`src/rtl/int_ctrl.sv`:
```
`timescale 1ns/1ps
`default_nettype none
// ============================================================================
// Module      : int_ctrl
// Description : Memory-mapped interrupt controller. Rising edges on the irq
//               lines latch into a sticky STATUS register (write-1-to-clear),
//               are gated by MASK (bit 0 = global enable) and raise the
//               interrupt request towards the CPU. An acknowledge drops the
//               request and clears the global enable until software sets it
//               again. Register select: addr 0 = MASK, addr 1 = STATUS.
//               Optional macro INT_CTRL_SYNC_EN inserts a two-flop
//               synchronizer on every irq line ahead of edge detection.
//               The CPU-facing request is named int_req because `int` is a
//               reserved word in SystemVerilog.
// Revision    : 1.0 - initial release
// ============================================================================
module int_ctrl #(
    parameter int NLINES = 8
) (
    input  logic              clk,
    input  logic              rst,
    input  logic              en,
    input  logic              addr,
    input  logic [1:0]        drw,
    input  logic [31:0]       din,
    output logic [31:0]       dout,
    input  logic [NLINES-1:0] irq,
    output logic              int_req,
    input  logic              int_ack
);

    typedef enum logic [1:0] {
        ST_IDLE    = 2'd0,
        ST_ASSERT  = 2'd1,
        ST_SERVICE = 2'd2
    } state_t;

    // Line 0 has no source: it never contributes to pending.
    localparam logic [NLINES-1:0] C_LINE_MASK = {{(NLINES-1){1'b1}}, 1'b0};

    state_t            state_q, state_d;
    logic [NLINES-1:0] mask_q, mask_d;
    logic [NLINES-1:0] status_q, status_d;
    logic [NLINES-1:0] irq_q, irq_d;
    logic [NLINES-1:0] irq_s;
    logic              wr_mask, wr_status, pending;

    // Upper write-data bits beyond NLINES carry no storage.
    logic unused_din;
    assign unused_din = ^din;

`ifdef INT_CTRL_SYNC_EN
    logic [NLINES-1:0] sync1_q, sync2_q;

    // Two-flop synchronizer for asynchronous peripheral lines.
    always_ff @(posedge clk) begin
        if (rst) begin
            sync1_q <= '0;
            sync2_q <= '0;
        end else begin
            sync1_q <= irq;
            sync2_q <= sync1_q;
        end
    end

    assign irq_s = sync2_q;
`else
    assign irq_s = irq;
`endif

    assign wr_mask   = en & drw[0] & ~addr;
    assign wr_status = en & drw[0] &  addr;
    assign pending   = (|(status_q & mask_q & C_LINE_MASK)) & mask_q[0];
    assign int_req   = (state_q == ST_ASSERT);

    // State, register file and edge-detect history.
    always_ff @(posedge clk) begin
        if (rst) begin
            state_q  <= ST_IDLE;
            mask_q   <= '0;
            status_q <= '0;
            irq_q    <= '0;
        end else begin
            state_q  <= state_d;
            mask_q   <= mask_d;
            status_q <= status_d;
            irq_q    <= irq_d;
        end
    end

    // Sticky status: W1C first, then new edges so a same-cycle set wins.
    always_comb begin
        irq_d    = irq_s;
        status_d = status_q;
        if (wr_status) begin
            status_d = status_q & ~din[NLINES-1:0];
        end
        status_d    = status_d | (irq_s & ~irq_q);
        status_d[0] = 1'b0;
    end

    // Handshake FSM; an ack also clears the global enable, overriding any write.
    always_comb begin
        state_d = state_q;
        mask_d  = mask_q;
        if (wr_mask) begin
            mask_d = din[NLINES-1:0];
        end
        case (state_q)
            ST_IDLE: begin
                if (pending) begin
                    state_d = ST_ASSERT;
                end
            end
            ST_ASSERT: begin
                if (int_ack) begin
                    state_d   = ST_SERVICE;
                    mask_d[0] = 1'b0;
                end else if (!pending) begin
                    state_d = ST_IDLE;
                end
            end
            ST_SERVICE: begin
                if (wr_mask && din[0]) begin
                    state_d = ST_IDLE;
                end
            end
            default: begin
                state_d = ST_IDLE;
            end
        endcase
    end

    // Combinational read mux; zero when not selected for read.
    always_comb begin
        dout = '0;
        if (en && drw[1]) begin
            dout[NLINES-1:0] = addr ? status_q : mask_q;
        end
    end

endmodule
`default_nettype wire

```
`config.mk`:
```
export PLATFORM = sky130hd
export DESIGN_NAME = int_ctrl
export DESIGN_NICKNAME = d
export VERILOG_FILES = /design/src/rtl/int_ctrl.sv
export SDC_FILE = /design/constraint.sdc
export NUM_CORES = 1
export LEC_CHECK = 0
export CORE_MARGIN = 10
export CORE_UTILIZATION = 26
export CTS_CLUSTER_SIZE = 16
export DETAILED_ROUTE_END_ITERATION = 7
export PLACE_DENSITY = 0.67
export SLEW_MARGIN = 20
export SYNTH_ARGS = -nofsm -noshare
export SYNTH_HDL_FRONTEND = slang
export SYNTH_SLANG_ARGS = --single-unit
```
`constraint.sdc`:
```
create_clock -name clk -period 1.4 [get_ports clk]
set_clock_uncertainty 0.2 [all_clocks]
set_input_delay 0.14 -clock clk [delete_from_list [all_inputs] [get_ports clk]]
set_output_delay 0.14 -clock clk [all_outputs]
set_load 0.05 [all_outputs]
```
Yosys cells after proc, flatten, opt, wreduce, memory -nomap -nowiden
Index checks and enable logic that the tools add are counted.
{"block": "classes", "n_mux": 11, "reduce_logical": 5, "n_bitwise": 11, "eq_ne": 5}
{"op": "8-bit AND", "n": 3}
{"op": "8-bit 2-to-1 mux", "n": 3}
{"op": "8-bit NOT", "n": 2}
{"op": "2-bit 2-to-1 mux", "n": 4}
{"op": "8-bit OR", "n": 1}
{"op": "7-bit OR reduction", "n": 1}
{"op": "2-bit case mux with 3 select lines", "n": 1}
{"op": "1-bit AND", "n": 4}
{"op": "2-bit != test, second input constant", "n": 2}
{"op": "1-bit 2-to-1 mux", "n": 3}
{"op": "3-bit != test, second input constant", "n": 1}
{"op": "3-bit AND reduction", "n": 1}
{"op": "2-bit by 1-bit equality test with 1-bit output, second input constant", "n": 1}
{"op": "2-bit equality test, second input constant", "n": 1}
{"op": "1-bit logical AND", "n": 2}
{"op": "2-bit zero test", "n": 1}
{"op": "1-bit NOT", "n": 1}
{"block": "word_totals", "reg_bits": 26, "input_bits": 47}

Logic depth before layout (Yosys ltp)
{"block": "depth", "word_depth": 6, "mapped_depth": 5}

Worst setup path after synthesis
Ideal clock, no wire load.
{"block": "synth_timing", "path_kind": "flip-flop to output port", "startpoint": "register mask_q[0]", "endpoint": "output dout[0]", "setup_slack_ns": -0.420, "required_time_ns": 1.060, "arrival_time_ns": 1.480, "stages_incl_launch_ff": 2, "n_path_buf": 0, "cell_sequence": "dfxtp_1 -> nor3b_1"}
{"block": "synth_via", "elab_chain_len": 2}
{"element": "start: declaration", "line": "42", "text": "logic [NLINES-1:0] mask_q, mask_d;"}
{"element": "start signal: assignment", "line": "85", "text": "mask_q <= mask_d;"}
{"element": "8-bit 2-to-1 mux", "line": "138", "text": "dout[NLINES-1:0] = addr ? status_q : mask_q;"}
{"element": "8-bit 2-to-1 mux", "line": "137", "text": "if (en && drw[1]) begin"}
{"element": "end: declaration", "line": "26", "text": "output logic [31:0] dout,"}
No other way between the ends.

Worst setup path after layout
{"block": "layout_timing", "startpoint": "register mask_q[4]", "endpoint": "output dout[4]"}
The elaborated chain is that of the path after synthesis.

==> flow_metrics.env <==
export IMPL_max_freq_mhz=732
export IMPL_syn_to_final_growth_pct=54.0
export IMPL_cpPeakStageDelay_ps=350
export IMPL_clkLatencyLatePin_ps=270
export IMPL_min_path_type="input port to flop"
export IMPL_critPathRequiredTime_ps=1060
export IMPL_cts_root_buf="clkbuf_8"
export IMPL_synthCells=134
export IMPL_worstPathCellList="mux2i_1, nor2_2, buf_12"
export IMPL_dieArea_mm2=0.00781
export IMPL_drt_iter0_markers=28
export IMPL_drv_cap=0
export IMPL_hold_viol_final=0
export IMPL_synth_area_leader_cell="dfxtp_1"
export IMPL_synth_area_leaders="dfxtp_1, buf_4, mux2i_1"
export IMPL_fillerInstances=446
export IMPL_port_buffers=30
export IMPL_diodes=0
export IMPL_fin_cells=226
export IMPL_rows=24
export IMPL_routed_via_count=951
export IMPL_synth_commonest_cells="buf_4, dfxtp_1, mux2i_1, nor2_1"
export IMPL_path_max_fanout=3
export IMPL_start_util_pct=27.4
export IMPL_yosys_area_share_xor_xnor_pct=0
export IMPL_design_area_mm2=0.00187
export IMPL_die_x_um=88.4
export IMPL_cts_buffers=3
export IMPL_synth_edf_count=0
export IMPL_synth_top_family_by_area="buffers and inverters"
export IMPL_yosys_area_top_type_share_pct=39.5
export IMPL_crit_buf_inv=1
export IMPL_firstDrtPassIters=4
export IMPL_post_route_min_period_ps=1370
export IMPL_synth_ff_type="dfxtp_1"
export IMPL_fin_crit_sh_pct=97.6
export IMPL_grt_first_pass_wirelength_mm=4.77
export IMPL_outcome="finished, final reports clean"
export IMPL_yosys_warnings=0
export IMPL_clk_pin_slew_ps=90
export IMPL_grt_pass1_vias=988
export IMPL_power_density_mw_per_mm2=951
export IMPL_die_y_um=88.4
export IMPL_yosys_mux_area_fraction_pct=12.3
export IMPL_grt_max_degree=23
export IMPL_layout_drive_gt1_share_pct=31.0
export IMPL_tns_ps=0
export IMPL_worstPathArrival_ps=1030
export IMPL_cts_tree="yes"
export IMPL_track_usage_pct=7.64
export IMPL_p_leak_nw=0.813
export IMPL_hold_buffers=0
export IMPL_gr_total_overflow=0
export IMPL_nets=222
export IMPL_async_flop_share_pct=0
export IMPL_end_kind="output pin"
export IMPL_crit_path_top_delay_cell="dfxtp_2"
export IMPL_synthSimpleGateAreaFrac_pct=17.7
export IMPL_yosysSeqAreaShare_pct=39.5
export IMPL_synth_compound_area_share_pct=9.67
export IMPL_viasPerCell=4.21
export IMPL_worst_ir_drop_vdd_v=0.000507
export IMPL_wl_per_cell_um=13.6
export IMPL_dp_cells=220
export IMPL_grt_antenna_before_repair=0
export IMPL_drc=0
export IMPL_core_area_mm2=0.00444
export IMPL_crit_family="flip-flops"
export IMPL_numClockSinks=24
export IMPL_route_final_wire_length_mm=3.06
export IMPL_syn_area_mm2=0.00122
export IMPL_placed_cell_area_mm2=0.00162
export IMPL_fin_util_pct=42.1
export IMPL_cts_max_level=1
export IMPL_rsz0062_at_grt="yes"
export IMPL_ioPinCount=80
export IMPL_ant_nets=0
export IMPL_avgSynthCellArea_um2=9.08
export IMPL_post_synth_num_cell_types=24
export IMPL_synth_seq_cells=24
export IMPL_slew_violations=0
export IMPL_critPathLaunchType="flop"
export IMPL_clockBufferDepth=2
export IMPL_dpl_hpwl_mm=2.38
export IMPL_crit_type="flop to output pin"
export IMPL_setup_viol=0
export IMPL_synthAdderAreaFrac_pct=0
export IMPL_place_congestion=0.712
## final cells by class
type | instances | area (um2) | area share, %
Clock buffer | 3 | 41.3 | 2.20
Clock inverter | 1 | 30.0 | 1.60
Inverter | 8 | 30.0 | 1.60
Multi-Input combinational cell | 97 | 714 | 38.1
Sequential cell | 24 | 495 | 26.5
Tap cell | 52 | 65.1 | 3.47
Timing Repair Buffer | 41 | 497 | 26.5
## worst register-to-register path, stage by stage (launching register included)
cell      delay, ps
dfxtp_2         330
buf_4           120
a222oi_1        410
a211oi_1        130
## repair_timing
item | 4_1_cts | 5_1_grt
setup buffers | 0 | 2
resized for setup | 31 | 19
endpoints found under the setup margin | 8 | 8
pin swaps | 1 | 1
## registers in the layout (all words and copies together) (netlist names)
| register | count |
|---|---|
| status_q | 7 |
| irq_q | 7 |
| mask_q | 8 |
| state_q | 2 |
## cell families (layout without fill, tap and decap cells)
group                  count (synthesis)  in the layout
AO/OA/AOI/OAI                         20             20
buffers and inverters                 36             53
flip-flops                            24             24
multiplexers                          15             15
other                                  1             24
AND/OR/NAND/NOR                       38             38
## final timing paths
kind         cells after the start                    from  slack (ps)                      end
max reg2reg                      3  status_q[4]$_SDFF_PP0_          80  state_q[0]$_SDFFE_PP0P_
min                              3                  irq[6]         240   status_q[6]$_SDFF_PP0_
max                              3  mask_q[4]$_SDFFE_PP0N_          30                  dout[4]
min reg2reg                      2     irq_q[6]$_SDFF_PP0_         280   status_q[6]$_SDFF_PP0_
## layer usage
layer / routed length [um] / vias up / GRT usage, %
li1: - / 477 / -
met1: 1170 / 435 / 8.13
met2: 1550 / 37 / 13.5
met3: 338 / 2 / 3.86
met4: 9 / 0 / 1.32
met5: 0 / - / 0
## stage by stage
stage               hold slack, ps  power (mW)  setup slack, ps
finish                         244        1.78             33.3
detailed placement             277        1.13             -316
global route                   268        1.85            -21.7
global placement               267        1.13             -284
floorplan                     11.6        1.05             19.5
CTS                            246        1.77            -6.63
## cell usage in the layout, fill, tap and decap left out, drive strengths merged
master and count:
nand2 2, nor2 15, dfxtp 24, a222oi 1, nand3b 2, nor3 1
a211oi 1, o31ai 1, nor3b 2, clkdlybuf4s50 18, a221oi 1, o21ai 8
bufinv 1, conb 24, clkbuf 4, nand3 1, nand2b 7, mux2i 15
inv 8, dlygate4sd2 2, nor2b 8, a22o 1, a21oi 7, buf 20
## power by group
| part | internal, mW | leakage (nW) | total [mW] | switching (mW) |
|---|---|---|---|---|
| clock | 0.382 | 0.0357 | 0.604 | 0.221 |
| combinational | 0.162 | 0.575 | 0.429 | 0.267 |
| sequential | 0.721 | 0.202 | 0.748 | 0.0274 |
| total | 1.27 | 0.813 | 1.78 | 0.516 |
Note: power is estimated with default switching activity, not from simulation.
